<file path="src/rtl/clk_burst_ctrl.sv">
// Bench clock sequencer: holds a DUT reset, then emits a divided clock
// for a fixed number of rising edges or until stopped; always ends low.
module clk_burst_ctrl #(
  parameter int G_CNT_WIDTH  = 16,
  parameter int G_DIV_WIDTH  = 8,
  parameter int G_RST_CYCLES = 4
) (
  input  logic                   clk,
  input  logic                   rst,
  input  logic                   start_i,
  input  logic                   stop_i,
  input  logic [G_CNT_WIDTH-1:0] burst_len_i,
  input  logic [G_DIV_WIDTH-1:0] half_period_i,
  output logic                   clk_gen_o,
  output logic                   rise_o,
  output logic                   dut_rst_o,
  output logic                   busy_o,
  output logic                   done_o,
  output logic [G_CNT_WIDTH-1:0] cycles_o
);

  localparam int RW = $clog2(G_RST_CYCLES + 1);
  localparam logic [RW-1:0] C_RST_LAST = RW'(G_RST_CYCLES - 1);
  localparam logic [RW-1:0] C_RST_ONE = RW'(1);
  localparam logic [G_CNT_WIDTH-1:0] C_CNT_ONE = G_CNT_WIDTH'(1);
  localparam logic [G_DIV_WIDTH-1:0] C_DIV_ONE = G_DIV_WIDTH'(1);

  typedef enum logic [1:0] {
    S_IDLE  = 2'd0,
    S_RESET = 2'd1,
    S_RUN   = 2'd2
  } state_t;

  state_t                 r_state;
  logic                   r_clk_gen;
  logic                   r_rise;
  logic                   r_dut_rst;
  logic                   r_done;
  logic [G_CNT_WIDTH-1:0] r_cycles;
  logic [RW-1:0]          r_rst_cnt;
  logic [G_DIV_WIDTH-1:0] r_div_cnt;
  logic [G_CNT_WIDTH-1:0] r_burst_len;
  logic [G_DIV_WIDTH-1:0] r_hp;
  logic                   r_stop_pend;

  state_t                 w_state_nxt;
  logic                   w_clk_nxt;
  logic                   w_rise_nxt;
  logic                   w_dut_rst_nxt;
  logic                   w_done_nxt;
  logic [G_CNT_WIDTH-1:0] w_cycles_nxt;
  logic [RW-1:0]          w_rst_cnt_nxt;
  logic [G_DIV_WIDTH-1:0] w_div_nxt;
  logic [G_CNT_WIDTH-1:0] w_burst_nxt;
  logic [G_DIV_WIDTH-1:0] w_hp_nxt;
  logic                   w_pend_nxt;
  logic                   w_toggle;
  logic                   w_burst_end;

  assign w_toggle    = (r_div_cnt == (r_hp - C_DIV_ONE));
  assign w_burst_end = (r_burst_len != '0) && (r_cycles == r_burst_len);

  always_comb begin
    w_state_nxt   = r_state;
    w_clk_nxt     = r_clk_gen;
    w_rise_nxt    = 1'b0;
    w_dut_rst_nxt = r_dut_rst;
    w_done_nxt    = 1'b0;
    w_cycles_nxt  = r_cycles;
    w_rst_cnt_nxt = r_rst_cnt;
    w_div_nxt     = r_div_cnt;
    w_burst_nxt   = r_burst_len;
    w_hp_nxt      = r_hp;
    w_pend_nxt    = r_stop_pend;
    unique case (r_state)
      S_IDLE: begin
        w_clk_nxt  = 1'b0;
        w_pend_nxt = 1'b0;
        if (start_i && (half_period_i != '0)) begin
          w_state_nxt   = S_RESET;
          w_burst_nxt   = burst_len_i;
          w_hp_nxt      = half_period_i;
          w_cycles_nxt  = '0;
          w_dut_rst_nxt = 1'b1;
          w_rst_cnt_nxt = '0;
        end
      end
      S_RESET: begin
        if (stop_i) begin
          w_state_nxt = S_IDLE;
          w_done_nxt  = 1'b1;
        end else if (r_rst_cnt == C_RST_LAST) begin
          w_state_nxt   = S_RUN;
          w_dut_rst_nxt = 1'b0;
          w_div_nxt     = '0;
        end else begin
          w_rst_cnt_nxt = r_rst_cnt + C_RST_ONE;
        end
      end
      S_RUN: begin
        if (!r_clk_gen && stop_i) begin
          // low phase: stop immediately, suppressing any pending rise
          w_state_nxt = S_IDLE;
          w_done_nxt  = 1'b1;
          w_div_nxt   = '0;
          w_pend_nxt  = 1'b0;
        end else if (w_toggle) begin
          w_div_nxt = '0;
          if (!r_clk_gen) begin
            w_clk_nxt    = 1'b1;
            w_rise_nxt   = 1'b1;
            w_cycles_nxt = r_cycles + C_CNT_ONE;
          end else begin
            w_clk_nxt = 1'b0;
            if (r_stop_pend || stop_i || w_burst_end) begin
              w_state_nxt = S_IDLE;
              w_done_nxt  = 1'b1;
              w_pend_nxt  = 1'b0;
            end
          end
        end else begin
          w_div_nxt = r_div_cnt + C_DIV_ONE;
          if (r_clk_gen && stop_i) begin
            w_pend_nxt = 1'b1;
          end
        end
      end
      default: begin
        w_state_nxt = S_IDLE;
        w_clk_nxt   = 1'b0;
      end
    endcase
  end

  always_ff @(posedge clk) begin
    if (rst) begin
      r_state     <= S_IDLE;
      r_clk_gen   <= 1'b0;
      r_rise      <= 1'b0;
      r_dut_rst   <= 1'b1;
      r_done      <= 1'b0;
      r_cycles    <= '0;
      r_rst_cnt   <= '0;
      r_div_cnt   <= '0;
      r_burst_len <= '0;
      r_hp        <= '0;
      r_stop_pend <= 1'b0;
    end else begin
      r_state     <= w_state_nxt;
      r_clk_gen   <= w_clk_nxt;
      r_rise      <= w_rise_nxt;
      r_dut_rst   <= w_dut_rst_nxt;
      r_done      <= w_done_nxt;
      r_cycles    <= w_cycles_nxt;
      r_rst_cnt   <= w_rst_cnt_nxt;
      r_div_cnt   <= w_div_nxt;
      r_burst_len <= w_burst_nxt;
      r_hp        <= w_hp_nxt;
      r_stop_pend <= w_pend_nxt;
    end
  end

  assign clk_gen_o = r_clk_gen;
  assign rise_o    = r_rise;
  assign dut_rst_o = r_dut_rst;
  assign busy_o    = (r_state != S_IDLE);
  assign done_o    = r_done;
  assign cycles_o  = r_cycles;

endmodule

</file>
<file path="config.mk">
export PLATFORM = sky130hd
export DESIGN_NAME = clk_burst_ctrl
export DESIGN_NICKNAME = d
export VERILOG_FILES = /design/src/rtl/clk_burst_ctrl.sv
export SDC_FILE = /design/constraint.sdc
export NUM_CORES = 1
export LEC_CHECK = 0
export CAP_MARGIN = 40
export CORE_MARGIN = 5
export CORE_UTILIZATION = 50
export DETAILED_ROUTE_END_ITERATION = 6
export GPL_TIMING_DRIVEN = 0
export PLACE_DENSITY = 0.78
export SLEW_MARGIN = 30
export SYNTH_ARGS = -nofsm -noshare
export SYNTH_HDL_FRONTEND = slang
export SYNTH_SLANG_ARGS = --single-unit
</file>
<file path="constraint.sdc">
create_clock -name clk -period 4.5 [get_ports clk]
set_input_delay 0.9 -clock clk [delete_from_list [all_inputs] [get_ports clk]]
set_output_delay 0.9 -clock clk [all_outputs]
set_load 0.03 [all_outputs]
</file>
==> out/summary.md <==
The run finished with clean final reports. Commonest register cell after synthesis: dfxtp_1. Static timing analysis puts the maximum clock frequency at 313 MHz. For this run, the slowest stage of the critical path takes 0.61 ns. The worst-case setup slack after placement is 0.990 ns, and the number of routed nets with antenna violations is 0. Slowest cell on the critical path: o21ai_0. The synthesis-to-layout area growth works out to 25.9%. The worst setup path is launched from a primary input. The library cell used as clock root buffer is clkbuf_8.

The critical path is of the in -> reg type. After synthesis, the mean cell area works out to 7.85 um2. The run gives 51.6% as the effective utilization at floorplan.

The width of the die was 88.2 um; the number of primary I/O pins was 49. In this run the biggest area consumer among cell types represents 38.0% of the synthesized area. Count of vias placed by the detailed router: 3003. The largest net degree at the start of global routing came out at 13. The clock period minus final worst setup slack was 3.19 ns; the number of max-slew violations in the final report was 0. Total of flip-flops plus latches after synthesis: 58. The routed via count divided by cell count came out at 5.70.

Routability-driven placement finished with a final weighted congestion of 0.943. Walking the worst path, the cells encountered are clkdlybuf4s50_1 > nor4_1 > a21boi_0 > nand2_1 > o21ai_0 > clkbuf_1 > a21oi_1. The number of nets handed over by synthesis was 425. The floorplan step defined a die boundary enclosing 7770 um2. The final wirelength was 7850 um. The worst pin sits at a relative slew slack of 56.1%.

After clock tree synthesis, the clock-pin slew on the worst setup and hold paths is 0.07 ns. Counting along the longest clock path gives a buffer depth of 2. For the pin with the worst max-slew slack, the measured transition is 0.652 ns. The number of cells upsized or downsized after cts is 0, and the wire length on met2 is 3850 um. By instance count, the leading cell after synthesis is nand2_1.

The area of the core region was 5920 um2. The number of enable-type register cells in the synthesized netlist was 0. The largest total area in the synthesized netlist belongs to dfxtp_1. In the finished design, the share of the clock period the worst path needs comes to 71.0%. The fraction of registers with async set/reset was 0%. The peak fanout along the critical path works out to 10. For this design, the sink count on the clock tree is 58. Clock latency on the worst-skew pair, taken at its later pin, is 0.34 ns. The row count is 28, and the deepest level of the CTS H-tree is 3. For the setup slack after layout, the log shows 1.31 ns.

HPWL after detailed placement: 5790 um. The number of setup buffers added after CTS is 0. The tool flagged a number of max-cap violations equal to 0.

STA classifies the critical path endpoint as a flip-flop. The fraction of final layout cells with drive strength greater than 1 is 4.42%, and the average wire length per cell after detail routing is 14.9 um. Input and output buffers added on the ports amount to 47. Setup repair after global routing left no endpoint under its margin. After the first detailed-routing iteration, the DRC count stood at 199. The routed metal-1 wire length is 3460 um. The number of filler instances in the final layout is 509. In this run the power density over the cells is 368 nW/um2.

In this run the vertical extent of the chip is 88.2 um. The first global-routing pass estimated 13100 um of wire. Counting distinct cell types in the post-synthesis netlist gives 40. The cell area that synthesis handed to floorplanning was 3050 um2.

Final number of setup-violating endpoints: 0. With fillers left out, the area of the finished cells amounts to 3840 um2. After synthesis, the cell types taking the most area are dfxtp_1, nand2_1, a21oi_1. For the register area, the log shows 1160 um2. At the worst endpoint, the required time is 4.71 ns. The fraction of the yosys area taken by sequential cells is 38.0%. The worst hold path belongs to the class reg -> reg. The tools report the hold-fix buffer count after cts as 0. TritonCTS built the clock tree. Buffers inserted during clock tree synthesis total 9. The logs give 447 um for the met3 wirelength from detailed routing and 0 for the initial antenna violation count. For the leakage power, the log shows 0.00143 uW.

The highest layer touched by signal routing is met4. The maximum VDD drop is 0.000212 V, and the number of global-route vias before repair is 2867. The area occupied by multi-input gates came out at 1780 um2. After detailed placement, the total cell area comes to 3620 um2. Synthesized instance count: 389. For this run, the post-layout net count is 483.

Worst clock skew: 0.00798 ns. Summed over all layers, the global routing overflow is 0. The run gives 0 as the number of hold violations in the final report.

By count the netlist is led by nand2_1, dfxtp_1, a21oi_1. For the total routing usage reported by global routing, the log shows 21.5%. The number of antenna diodes in the final layout is 0. Yosys printed 0 warnings. The final total negative setup slack is 0 ns, and the signal arrival time at the worst endpoint is 3.40 ns. For this run, design rule violations remaining after detail routing come to 0. The iteration count of the initial detailed-routing pass came out at 4.
==> layer usage <==
layer	vias up	global-route usage, %
met5	-	0
met4	0	7.55
met3	9	4.05
met2	85	36.6
met1	1415	27.3
li1	1494	-
==> logic make-up after synthesis <==
group	Yosys count	share of synthesized area [%]
and+or+nand+nor	171	28.6
AOI/OAI and AO/OA	88	16.6
DFF	58	38.0
xor gates and xnor gates	32	9.18
buffers and inverters	30	3.73
adders and majority gates	8	3.28
muxes	2	0.655
==> worst max-delay path: cells and delay by family <==
kind / cells / cell delay (ns)
AO/OA/AOI/OAI: 3 / 1.18
buffers and inverters: 2 / 0.92
AND/OR/NAND/NOR: 2 / 0.40
==> state kept, by name (all words and copies together), names as in the netlist <==
register,flops
clk_gen_o,1
cycles_o,16
done_o,1
dut_rst_o,1
r_burst_len,16
r_div_cnt,8
r_hp,8
r_rst_cnt,3
r_state,2
r_stop_pend,1
rise_o,1
==> stage by stage <==
step           total power, uW  util, %  hold WS (ns)  cells
2_1_floorplan              782        -         0.448    389
3_3_place_gp               867     61.1         0.459    511
3_5_place_dp               876     61.1         0.465    511
4_1_cts                   1420     64.9         0.477    527
5_1_grt                   1480     64.9         0.507    527
6_report                  1410     64.9         0.479    527
==> layout by cell type, fill, tap and decap left out, types with 7 or more instances in the layout <==
cell / count
inv_1: 10
clkbuf_8: 9
a21oi_1: 50
o21ai_0: 9
and3_1: 7
ha_1: 8
nor2_1: 20
nand2b_1: 7
dfxtp_1: 58
nor4_1: 11
clkbuf_1: 19
o31ai_1: 12
xor2_1: 22
xnor2_1: 10
clkdlybuf4s50_1: 47
or4_1: 13
nand4_1: 8
nand3_1: 13
nand2_1: 70
==> where the power goes <==
group | total, uW | switching [uW] | internal, uW
Clock | 542 | 227 | 315
Combinational | 296 | 180 | 115
Sequential | 575 | 33.4 | 541
Total | 1410 | 441 | 972
==> area by class of cell <==
cell class                 count  share of cell area (%)
clock buffer                   9                    3.22
timing repair buffer          47                    12.2
multi-input combinational    301                    46.3
sequential                    58                    30.2
inverter                      10                   0.977
clock inverter                 7                    2.64
tap                           75                    2.44
buffer                        20                    1.99
==> worst paths after layout <==
path                                  startpoint  slack (ns)      endpoint  depth (start not counted)
worst max-delay path            half_period_i[1]        1.31   cycles_o[4]                          7
worst min-delay path                r_rst_cnt[1]        0.48  r_rst_cnt[1]                          2
worst max register to register           r_hp[0]        1.58   cycles_o[2]                         11
worst min register to register      r_rst_cnt[1]        0.48  r_rst_cnt[1]                          2
No activity file was read; power rests on OpenSTA's default activity.
